`config.mk`:
```
export PLATFORM = sky130hd
export DESIGN_NAME = ps2_rx_frame
export DESIGN_NICKNAME = d
export VERILOG_FILES = /design/src/rtl/ps2_pkg.sv /design/src/rtl/ps2_rx_fifo.sv /design/src/rtl/ps2_rx_frame.sv
export SDC_FILE = /design/constraint.sdc
export NUM_CORES = 1
export LEC_CHECK = 0
export BUFFER_PORTS_ARGS = -buffer_cell sky130_fd_sc_hd__buf_2
export CORE_MARGIN = 4
export CORE_UTILIZATION = 54
export DETAILED_ROUTE_END_ITERATION = 16
export PLACE_DENSITY = 0.73
export SETUP_SLACK_MARGIN = 0.15
export SLEW_MARGIN = 20
export SYNTH_ARGS = -nofsm -noshare
export SYNTH_HDL_FRONTEND = slang
export SYNTH_HIERARCHICAL = 1
export SYNTH_SLANG_ARGS = --single-unit
```
`constraint.sdc`:
```
create_clock -name clk25 -period 5 [get_ports clk25]
set_clock_uncertainty 0.2 [all_clocks]
set_input_delay 0.5 -clock clk25 [delete_from_list [all_inputs] [get_ports clk25]]
set_output_delay 0.5 -clock clk25 [all_outputs]
set_load 0.005 [all_outputs]
```
`src/rtl/ps2_pkg.sv`:
```
// Shared definitions for the PS/2 receive front end: FSM encoding, prefix
// bytes, frame length and FIFO entry width.
// Build option: PS2_PREFIX_DECODE_EN widens FIFO entries to carry E0/F0 flags.
package ps2_pkg;

  typedef enum logic [1:0] {
    ST_IDLE   = 2'd0,
    ST_DATA   = 2'd1,
    ST_PARITY = 2'd2,
    ST_STOP   = 2'd3
  } ps2_state_e;

  localparam logic [7:0] PS2_EXT       = 8'hE0;
  localparam logic [7:0] PS2_BRK       = 8'hF0;
  localparam int         PS2_FRAME_LEN = 11;

`ifdef PS2_PREFIX_DECODE_EN
  // Entry layout: {extended, released, byte}
  localparam int PS2_ENTRY_W = 10;
`else
  localparam int PS2_ENTRY_W = 8;
`endif

endpackage

```
`src/rtl/ps2_rx_fifo.sv`:
```
// Small synchronous FIFO with full/empty flags. A push and a pop in the
// same cycle both take effect, even when full. Pop on empty is ignored;
// push on full without a pop is dropped (caller flags the overflow).
module ps2_rx_fifo #(
  parameter int W  = 8,
  parameter int AW = 2
) (
  input  logic         clk,
  input  logic         reset_n,
  input  logic         push_i,
  input  logic [W-1:0] din_i,
  input  logic         pop_i,
  output logic [W-1:0] dout_o,
  output logic         empty_o,
  output logic         full_o
);

  localparam int DEPTH = 2 ** AW;

  logic [W-1:0]  mem_q [DEPTH];
  logic [W-1:0]  mem_d [DEPTH];
  logic [AW-1:0] wr_ptr_q, wr_ptr_d;
  logic [AW-1:0] rd_ptr_q, rd_ptr_d;
  logic [AW:0]   cnt_q, cnt_d;
  logic          do_push, do_pop;

  assign empty_o = (cnt_q == '0);
  assign full_o  = (cnt_q == (AW+1)'(DEPTH));
  assign dout_o  = mem_q[rd_ptr_q];

  // Next-state for storage, pointers and occupancy.
  always_comb begin
    mem_d    = mem_q;
    wr_ptr_d = wr_ptr_q;
    rd_ptr_d = rd_ptr_q;
    do_push  = push_i && (!full_o || pop_i);
    do_pop   = pop_i && !empty_o;
    if (do_push) begin
      mem_d[wr_ptr_q] = din_i;
      wr_ptr_d        = wr_ptr_q + AW'(1);
    end
    if (do_pop) begin
      rd_ptr_d = rd_ptr_q + AW'(1);
    end
    cnt_d = cnt_q + (AW+1)'(do_push) - (AW+1)'(do_pop);
  end

  // Register update with synchronous active-low reset.
  always_ff @(posedge clk) begin
    if (!reset_n) begin
      mem_q    <= '{default: '0};
      wr_ptr_q <= '0;
      rd_ptr_q <= '0;
      cnt_q    <= '0;
    end else begin
      mem_q    <= mem_d;
      wr_ptr_q <= wr_ptr_d;
      rd_ptr_q <= rd_ptr_d;
      cnt_q    <= cnt_d;
    end
  end

endmodule

```
`src/rtl/ps2_rx_frame.sv`:
```
// PS/2 device-to-host receiver: synchronise + deglitch the clock, deframe
// 11-bit frames, check parity/stop, queue good bytes for the consumer.
// Build option: PS2_PREFIX_DECODE_EN folds E0/F0 prefixes into entry flags.
module ps2_rx_frame
  import ps2_pkg::*;
#(
  parameter int FILTER_LEN = 8,
  parameter int TIMEOUT    = 25000,
  parameter int FIFO_AW    = 2
) (
  input  logic       clk25,
  input  logic       reset_n,
  input  logic       ps2_clk_i,
  input  logic       ps2_dat_i,
  output logic [7:0] data_o,
  output logic       valid_o,
  input  logic       ack_i,
  output logic       extended_o,
  output logic       released_o,
  output logic       parity_err_o,
  output logic       frame_err_o,
  output logic       overflow_o
);

  localparam int FW        = (FILTER_LEN > 1) ? $clog2(FILTER_LEN) : 1;
  localparam int TW        = $clog2(TIMEOUT + 1);
  localparam int DATA_BITS = PS2_FRAME_LEN - 3;

  logic                   clk_s1_q, clk_s2_q, dat_s1_q, dat_s2_q;
  logic                   filt_clk_q, filt_clk_d;
  logic [FW-1:0]          filt_cnt_q, filt_cnt_d;
  logic                   strobe_q, strobe_d;

  ps2_state_e             state_q, state_d;
  logic [2:0]             bitcnt_q, bitcnt_d;
  logic [7:0]             shift_q, shift_d;
  logic                   par_q, par_d;
  logic [TW-1:0]          to_cnt_q, to_cnt_d;
  logic                   push_q, push_d;
  logic [PS2_ENTRY_W-1:0] push_data_q, push_data_d;
  logic                   perr_q, perr_d;
  logic                   ferr_q, ferr_d;
  logic                   ovf_q, ovf_d;
`ifdef PS2_PREFIX_DECODE_EN
  logic                   ext_pend_q, ext_pend_d;
  logic                   brk_pend_q, brk_pend_d;
`endif

  logic [PS2_ENTRY_W-1:0] head;
  logic                   fifo_empty, fifo_full;

  // Deglitch: filtered clock follows only after FILTER_LEN differing samples.
  always_comb begin
    filt_clk_d = filt_clk_q;
    filt_cnt_d = filt_cnt_q;
    if (clk_s2_q == filt_clk_q) begin
      filt_cnt_d = '0;
    end else if (filt_cnt_q == FW'(FILTER_LEN - 1)) begin
      filt_clk_d = clk_s2_q;
      filt_cnt_d = '0;
    end else begin
      filt_cnt_d = filt_cnt_q + FW'(1);
    end
    strobe_d = filt_clk_q & ~filt_clk_d;
  end

  // Synchroniser, filter and bit-strobe registers.
  always_ff @(posedge clk25) begin
    if (!reset_n) begin
      clk_s1_q   <= 1'b1;
      clk_s2_q   <= 1'b1;
      dat_s1_q   <= 1'b1;
      dat_s2_q   <= 1'b1;
      filt_clk_q <= 1'b1;
      filt_cnt_q <= '0;
      strobe_q   <= 1'b0;
    end else begin
      clk_s1_q   <= ps2_clk_i;
      clk_s2_q   <= clk_s1_q;
      dat_s1_q   <= ps2_dat_i;
      dat_s2_q   <= dat_s1_q;
      filt_clk_q <= filt_clk_d;
      filt_cnt_q <= filt_cnt_d;
      strobe_q   <= strobe_d;
    end
  end

  // Frame FSM: next state, shift register, checks, timeout and push request.
  always_comb begin
    state_d     = state_q;
    bitcnt_d    = bitcnt_q;
    shift_d     = shift_q;
    par_d       = par_q;
    push_d      = 1'b0;
    push_data_d = push_data_q;
    perr_d      = 1'b0;
    ferr_d      = 1'b0;
`ifdef PS2_PREFIX_DECODE_EN
    ext_pend_d  = ext_pend_q;
    brk_pend_d  = brk_pend_q;
`endif
    to_cnt_d    = (state_q == ST_IDLE || strobe_q) ? '0 : to_cnt_q + TW'(1);
    ovf_d       = ovf_q | (push_q & fifo_full & ~ack_i);

    case (state_q)
      ST_IDLE: begin
        if (strobe_q && !dat_s2_q) begin
          state_d  = ST_DATA;
          bitcnt_d = '0;
        end
      end
      ST_DATA: begin
        if (strobe_q) begin
          shift_d  = {dat_s2_q, shift_q[7:1]};
          bitcnt_d = bitcnt_q + 3'd1;
          if (bitcnt_q == 3'(DATA_BITS - 1)) state_d = ST_PARITY;
        end
      end
      ST_PARITY: begin
        if (strobe_q) begin
          par_d   = dat_s2_q;
          state_d = ST_STOP;
        end
      end
      ST_STOP: begin
        if (strobe_q) begin
          state_d = ST_IDLE;
          if (!dat_s2_q) begin
            ferr_d = 1'b1;
`ifdef PS2_PREFIX_DECODE_EN
            ext_pend_d = 1'b0;
            brk_pend_d = 1'b0;
`endif
          end else if (!(^{shift_q, par_q})) begin
            perr_d = 1'b1;
`ifdef PS2_PREFIX_DECODE_EN
            ext_pend_d = 1'b0;
            brk_pend_d = 1'b0;
`endif
          end else begin
`ifdef PS2_PREFIX_DECODE_EN
            if (shift_q == PS2_EXT) begin
              ext_pend_d = 1'b1;
            end else if (shift_q == PS2_BRK) begin
              brk_pend_d = 1'b1;
            end else begin
              push_d      = 1'b1;
              push_data_d = {ext_pend_q, brk_pend_q, shift_q};
              ext_pend_d  = 1'b0;
              brk_pend_d  = 1'b0;
            end
`else
            push_d      = 1'b1;
            push_data_d = shift_q;
`endif
          end
        end
      end
      default: state_d = ST_IDLE;
    endcase

    // A stalled partial frame is abandoned after TIMEOUT idle cycles.
    if (state_q != ST_IDLE && !strobe_q && to_cnt_q == TW'(TIMEOUT)) begin
      state_d  = ST_IDLE;
      ferr_d   = 1'b1;
      bitcnt_d = '0;
      shift_d  = '0;
      par_d    = 1'b0;
      to_cnt_d = '0;
`ifdef PS2_PREFIX_DECODE_EN
      ext_pend_d = 1'b0;
      brk_pend_d = 1'b0;
`endif
    end
  end

  // Frame FSM and status registers.
  always_ff @(posedge clk25) begin
    if (!reset_n) begin
      state_q     <= ST_IDLE;
      bitcnt_q    <= '0;
      shift_q     <= '0;
      par_q       <= 1'b0;
      to_cnt_q    <= '0;
      push_q      <= 1'b0;
      push_data_q <= '0;
      perr_q      <= 1'b0;
      ferr_q      <= 1'b0;
      ovf_q       <= 1'b0;
`ifdef PS2_PREFIX_DECODE_EN
      ext_pend_q  <= 1'b0;
      brk_pend_q  <= 1'b0;
`endif
    end else begin
      state_q     <= state_d;
      bitcnt_q    <= bitcnt_d;
      shift_q     <= shift_d;
      par_q       <= par_d;
      to_cnt_q    <= to_cnt_d;
      push_q      <= push_d;
      push_data_q <= push_data_d;
      perr_q      <= perr_d;
      ferr_q      <= ferr_d;
      ovf_q       <= ovf_d;
`ifdef PS2_PREFIX_DECODE_EN
      ext_pend_q  <= ext_pend_d;
      brk_pend_q  <= brk_pend_d;
`endif
    end
  end

  ps2_rx_fifo #(
    .W  (PS2_ENTRY_W),
    .AW (FIFO_AW)
  ) u_fifo (
    .clk     (clk25),
    .reset_n (reset_n),
    .push_i  (push_q),
    .din_i   (push_data_q),
    .pop_i   (ack_i),
    .dout_o  (head),
    .empty_o (fifo_empty),
    .full_o  (fifo_full)
  );

  assign valid_o      = ~fifo_empty;
  assign data_o       = head[7:0];
  assign parity_err_o = perr_q;
  assign frame_err_o  = ferr_q;
  assign overflow_o   = ovf_q;
`ifdef PS2_PREFIX_DECODE_EN
  assign extended_o   = head[9];
  assign released_o   = head[8];
`else
  assign extended_o   = 1'b0;
  assign released_o   = 1'b0;
`endif

endmodule

```
==> results.yml, run 1 <==
synthesis:
  netlist_instances: 409
  post_synth_instance_area_um2: 3950
  netlist-cell-type-count: 44
  synthesis.area_per_instance_um2: 9.67
  ys_warn_count: 6
  postSynthRegisterBits: 89
  synth_edf_count: 0
  postSynth.topFlopCell: "sky130_fd_sc_hd__dfxtp_1"
  synth_seq_area_share: 0.451
  proportion_of_synthesized_flip_flops_having_asynchronous_set_or_reset: 0
layout:
  area_growth_pct: 10.0
  leading_cell_type_in_the_layout_fill_and_taps_excluded: "sky130_fd_sc_hd__dfxtp_1"
  mostFrequentLayoutCells: "sky130_fd_sc_hd__dfxtp_1, sky130_fd_sc_hd__nand2_1, sky130_fd_sc_hd__mux2i_1, sky130_fd_sc_hd__nor2_1"
  nNetsFinal: 444
  insertedDiodeCount: 0
  layout-drive-gt1-share: 0.122
grt:
  grt_remaining_overflow: 0
  antenna_violations_before_repair: 0
  grt_max_degree: 52
  grt_pass1_wl_mm: 11.8
  grt_pass1_vias: 2655
  grt_total_usage: 0.166
clocking:
  clock_tree.buffer_depth: 2
  cts_inserted_buffers: 9
  cts_repair_resize_count: 0
  h_tree_levels: 3
  clock_sinks: 89
  clock_tree.root_cell: "sky130_fd_sc_hd__clkbuf_8"
  tritoncts: "yes"
  clkSlewWorstSetupHoldPaths_ns: 0.09
  hold_buffers: 0
  postCtsSetupRepairBufs: 0
  clkLatencyLatePin_ns: 0.35
setup_path:
  startpoint_type: "flip-flop"
  cp_data_arrival_time_ns: 2.73
  path_cells: "nor4b_4 > nor2b_1 > inv_1 > ha_1 > inv_1 > ha_1 > inv_1 > fa_1 > xnor2_1 > xnor2_1 > and2_1"
  max_stage_delay_ns: 0.48
  critical_path.endpoint_type: "flip-flop"
  critPathMaxFanout: 5
  setup.worst_path.class: "flip-flop to flip-flop"
  crit_required_ns: 5.06
  timing.critical_path.slowest_stage_cell: "sky130_fd_sc_hd__nor4b_4"
  cpMostUsedCell: "sky130_fd_sc_hd__inv_1"
timing:
  hold_ws_ns: 0.131
  period_minus_slack_ns: 2.67
  final_hold_viol_count: 0
  timing_worst_slew_pin_value_ns: 0.644
  maximum_achievable_frequency_mhz: 374
  final_max_slew_viol_count: 0
  grt_setup_unrepaired: "false"
  setup_tns_final_ns: 0
  min_period_over_period: 0.535
  setup_viol_count_final: 0
  slew-limit-headroom: 0.570
floorplanning:
  floorplan.core_area_um2: 6940
  row_count: 30
  dieWidth_um: 93.6
  design.portCount: 19
  floorplan_die_area_um2: 8750
  vertical_die_dimension_um: 93.6
  initial_core_util: 0.569
route:
  vias: 2699
  vias_per_cell: 5.16
  drt_iter0_drc: 112
  total_length_of_routed_wires_mm: 6.57
  drtPass1Iterations: 4
  route.detailed.drc: 0
  routed_wire_length_per_instance_um: 12.6
  route.antenna.remaining_nets: 0
run_status:
  status: "complete, no violations"
placed_design:
  gp_routability_congestion: 0.726
  dp.final_hpwl_mm: 4.66
  port_buffers: 16
pwr:
  power_leakage_nw: 1.53
  irDropWorstVdd_mv: 0.195
  power-per-cell-area_nw_per_um2: 348
hold_path:
  worst_hold_path_type: "input port to flip-flop"
run:
  max-cap-violations: 0
==> cells by family after synthesis <==
group	after synthesis	share of synthesized area
and+or+nand+nor	171	0.211
DFF	89	0.451
muxes	52	0.157
buffers and inverters	31	0.0358
AOI/OAI and AO/OA	25	0.0348
xor gates and xnor gates	23	0.0544
adders and majority gates	17	0.0557
other	1	0.000948
==> synth_stat cells, types with 2 or more instances <==
master	count	area, µm²
sky130_fd_sc_hd__and2_1	4	25.0
sky130_fd_sc_hd__dfxtp_1	89	1780
sky130_fd_sc_hd__nor2b_1	3	18.8
sky130_fd_sc_hd__buf_2	2	10.0
sky130_fd_sc_hd__a211oi_1	2	15.0
sky130_fd_sc_hd__or4bb_1	3	33.8
sky130_fd_sc_hd__buf_4	3	22.5
sky130_fd_sc_hd__nand2_1	88	330
sky130_fd_sc_hd__nor3b_1	2	15.0
sky130_fd_sc_hd__inv_1	15	56.3
sky130_fd_sc_hd__xnor2_1	14	123
sky130_fd_sc_hd__a21oi_1	15	75.1
sky130_fd_sc_hd__nand3_1	13	65.1
sky130_fd_sc_hd__and3_1	3	18.8
sky130_fd_sc_hd__mux4_2	8	180
sky130_fd_sc_hd__ha_1	16	200
sky130_fd_sc_hd__nor3_1	4	20.0
sky130_fd_sc_hd__clkbuf_1	9	33.8
sky130_fd_sc_hd__nor2_2	4	25.0
sky130_fd_sc_hd__nand2b_1	6	37.5
sky130_fd_sc_hd__mux2i_1	44	440
sky130_fd_sc_hd__or3_1	2	12.5
sky130_fd_sc_hd__o21ai_0	5	25.0
sky130_fd_sc_hd__nor2_1	26	97.6
sky130_fd_sc_hd__xor2_1	8	70.1
sky130_fd_sc_hd__nand4_1	3	18.8
==> sequential cells by signal (all words and copies together) (netlist names), 2 cells and up <==
name,flops
push_data_q,8
shift_q,8
u_fifo/rd_ptr_q,2
to_cnt_q,15
bitcnt_q,3
filt_cnt_q,3
u_fifo/cnt_q,3
u_fifo/wr_ptr_q,2
state_q,2
u_fifo/mem_q,32
==> routing by layer <==
layer	vias to the layer above	GRT usage	wire (µm)
met2	36	0.284	3210
li1	1393	-	-
met3	4	0.0459	258
met5	-	0	0
met1	1266	0.204	3050
met4	0	0.0493	50
==> power breakdown <==
part	switching, mW	total (mW)	internal (mW)
Sequential	0.0381	0.763	0.725
Clock	0.255	0.642	0.388
Combinational	0.0489	0.108	0.0595
==> final timing paths <==
kind	start	endpoint	slack, ns	cells after the start
max reg2reg	u_fifo/cnt_q[1]	u_fifo/cnt_q[2]	2.33	11
min reg2reg	clk_s1_q	clk_s2_q	0.21	1
max	u_fifo/cnt_q[1]	u_fifo/cnt_q[2]	2.33	11
min	ps2_clk_i	clk_s1_q	0.13	2
==> through the flow <==
step	area, µm²	setup WS (ns)	instances	utilization	total power, mW
4_1_cts	4350	2.30	523	0.626	1.53
3_5_place_dp	4080	2.14	507	0.588	0.890
5_1_grt	4350	2.09	523	0.626	1.58
6_report	4350	2.33	523	0.626	1.51
3_3_place_gp	4080	2.20	507	0.588	0.886
2_1_floorplan	3960	2.41	410	-	0.864
==> worst max-delay path, delay by kind of cell, from the launching register on <==
kind,cells,cell delay [ns]
flip-flops,1,0.40
XOR/XNOR,2,0.28
buffers and inverters,3,0.19
adder cells (fa/ha/maj),3,0.72
AND/OR/NAND/NOR,3,0.79
==> cell type report <==
| type | count | area (µm²) |
|---|---|---|
| Clock inverter | 7 | 146 |
| Clock buffer | 9 | 124 |
| Inverter | 15 | 56.3 |
| Fill cell | 572 | 2590 |
| Multi-Input combinational cell | 290 | 2030 |
| Sequential cell | 89 | 1780 |
| Tap cell | 96 | 120 |
| Timing Repair Buffer | 17 | 87.6 |
Power figures use the tool's default switching activity.
==> run 2, diff against run 1 <==
--- a/config.mk
+++ b/config.mk
@@ -9,7 +9,7 @@
 export CORE_MARGIN = 4
 export CORE_UTILIZATION = 54
 export DETAILED_ROUTE_END_ITERATION = 16
-export PLACE_DENSITY = 0.73
+export PLACE_DENSITY = 0.75
 export SETUP_SLACK_MARGIN = 0.15
 export SLEW_MARGIN = 20
 export SYNTH_ARGS = -nofsm -noshare
==> constraint.sdc (replaced) <==
create_clock -name clk25 -period 2.44 [get_ports clk25]
set_clock_uncertainty 0.2 [all_clocks]
set_input_delay 0.244 -clock clk25 [delete_from_list [all_inputs] [get_ports clk25]]
set_output_delay 0.244 -clock clk25 [all_outputs]
set_load 0.005 [all_outputs]
==> run 2 against run 1 <==
Effect of this change: sequential share of layout area shrank 0.53 points; global-route usage is 0.67 points higher; flip-flop and latch count stayed put; combinational power increased to 2.9 times the previous value; final area rose by 1.7%; highest routed layer unchanged.
==> results.yml, run 2 (synthesized netlist as in run 1, its figures left out) <==
timing:
  final_max_slew_viol_count: 0
  final_hold_viol_count: 0
  timing_worst_slew_pin_value_ns: 0.615
  grt_setup_unrepaired: "true"
  setup_viol_count_final: 0
  min_period_over_period: 0.965
  slew-limit-headroom: 0.590
  maximum_achievable_frequency_mhz: 425
  period_minus_slack_ns: 2.35
  setup_tns_final_ns: 0
layout:
  filler_cell_count: 597
  layout-drive-gt1-share: 0.165
  largest_register_ff_count: 32
  area_growth_pct: 11.9
  nNetsFinal: 453
  multiInputGateArea_um2: 2090
  insertedDiodeCount: 0
  mostFrequentLayoutCells: "sky130_fd_sc_hd__nand2_1, sky130_fd_sc_hd__dfxtp_1, sky130_fd_sc_hd__mux2i_1, sky130_fd_sc_hd__nor2_1, sky130_fd_sc_hd__buf_2"
  sequential_cell_area_um2: 1790
  registers.top_by_ff_count: "u_fifo/mem_q"
  largest_registers: "u_fifo/mem_q: 32 flops, to_cnt_q: 15 flops"
  leading_cell_type_in_the_layout_fill_and_taps_excluded: "sky130_fd_sc_hd__nand2_1"
  layout.cells.non_filler: 532
  finish.utilization: 0.637
pwr:
  irDropWorstVdd_mv: 0.413
  post-layout-total-power_mw: 2.95
  power-per-cell-area_nw_per_um2: 666
  power_leakage_nw: 1.56
route:
  total_length_of_routed_wires_mm: 7.01
  vias: 2779
  route.antenna.remaining_nets: 0
  drt_iter0_drc: 91
  drtPass1Iterations: 4
  route.detailed.drc: 0
  routed_wire_length_per_instance_um: 13.2
  vias_per_cell: 5.22
floorplanning:
  vertical_die_dimension_um: 93.6
  dieWidth_um: 93.6
  floorplan_die_area_um2: 8750
  floorplan.core_area_um2: 6940
  initial_core_util: 0.569
  row_count: 30
  design.portCount: 19
run:
  max-cap-violations: 0
hold_path:
  worst_hold_path_type: "input port to flip-flop"
grt:
  grt_remaining_overflow: 0
  antenna_violations_before_repair: 0
  grt_total_usage: 0.173
  grt_pass1_wl_mm: 12.0
  grt_max_degree: 28
  grt_pass1_vias: 2763
clocking:
  cts_inserted_buffers: 9
  clock_tree.buffer_depth: 2
  clock_tree.root_cell: "sky130_fd_sc_hd__clkbuf_8"
  clock_sinks: 89
  tritoncts: "yes"
  clkLatencyLatePin_ns: 0.36
  clkSlewWorstSetupHoldPaths_ns: 0.09
  h_tree_levels: 3
setup_path:
  path_cells: "nor4b_4 > nor2b_2 > inv_2 > ha_4 > inv_4 > ha_4 > inv_2 > fa_2 > xnor2_2 > xnor2_1 > and2_1"
  critPathMaxFanout: 3
  max_stage_delay_ns: 0.39
  timing.critical_path.slowest_stage_cell: "sky130_fd_sc_hd__fa_2"
  worst-r2r-setup-slack_ns: 0.09
  cp_data_arrival_time_ns: 2.41
  crit_required_ns: 2.50
  startpoint_type: "flip-flop"
  setup.worst_path.class: "flip-flop to flip-flop"
  critical_path.endpoint_type: "flip-flop"
placed_design:
  port_buffers: 16
  dp.final_hpwl_mm: 4.74
  gp_routability_congestion: 0.740
  dpl.cell_count: 511
run_status:
  status: "complete, no violations"
[run 2: worst max-delay path: cells and delay by family (launching register included)]
| family | cells | cell delay (ns) |
|---|---|---|
| flip-flops | 1 | 0.37 |
| buffers and inverters | 3 | 0.16 |
| adder cells (fa/ha/maj) | 3 | 0.70 |
| AND/OR/NAND/NOR | 3 | 0.56 |
| XOR/XNOR | 2 | 0.25 |
[run 2: through the flow]
step / setup WS (ns) / cell area (µm²) / hold slack (ns)
after floorplan: 0.0604 / 3970 / 0.145
after global placement: 0.109 / 4120 / 0.190
after detailed placement: 0.0554 / 4120 / 0.197
after CTS: 0.116 / 4350 / 0.0535
after global routing: 0.0214 / 4430 / 0.107
final: 0.0861 / 4430 / 0.0833
[run 2: routing by layer]
layer,vias up,part of all wire,GRT usage
met3,12,0.033,0.0378
met1,1315,0.45,0.203
met2,40,0.49,0.300
met5,-,0,0
li1,1412,-,-
met4,0,0.023,0.0770
[run 2: what timing repair did]
action / 4_1_cts / 5_1_grt
pin swaps: 0 / 4
hold endpoints to repair: 2 / 0
setup buffers: 0 / 3
hold buffers: 2 / 0
gates resized for setup: 2 / 11
endpoints found under the setup margin: 9 / 2
[run 2: final cells by class]
| cell class | count | area share |
|---|---|---|
| Multi-Input combinational cell | 290 | 0.471 |
| Inverter | 15 | 0.0133 |
| Tap cell | 96 | 0.0271 |
| Clock inverter | 6 | 0.0167 |
| Sequential cell | 89 | 0.404 |
| Timing Repair Buffer | 26 | 0.0362 |
| Clock buffer | 10 | 0.0311 |
[run 2: report_power, final]
group / internal [mW] / switching (mW) / leakage [nW]
Clock: 0.514 / 0.539 / 0.107
Sequential: 1.49 / 0.0840 / 0.720
Combinational: 0.186 / 0.132 / 0.728
[run 2: path summary, 6_finish.rpt]
check,start,end,depth (start not counted)
worst max-delay path,u_fifo/cnt_q[1],u_fifo/cnt_q[2],11
worst min-delay path,reset_n,filt_clk_q,2
worst max register to register,u_fifo/cnt_q[1],u_fifo/cnt_q[2],11
worst min register to register,dat_s1_q,dat_s2_q,1
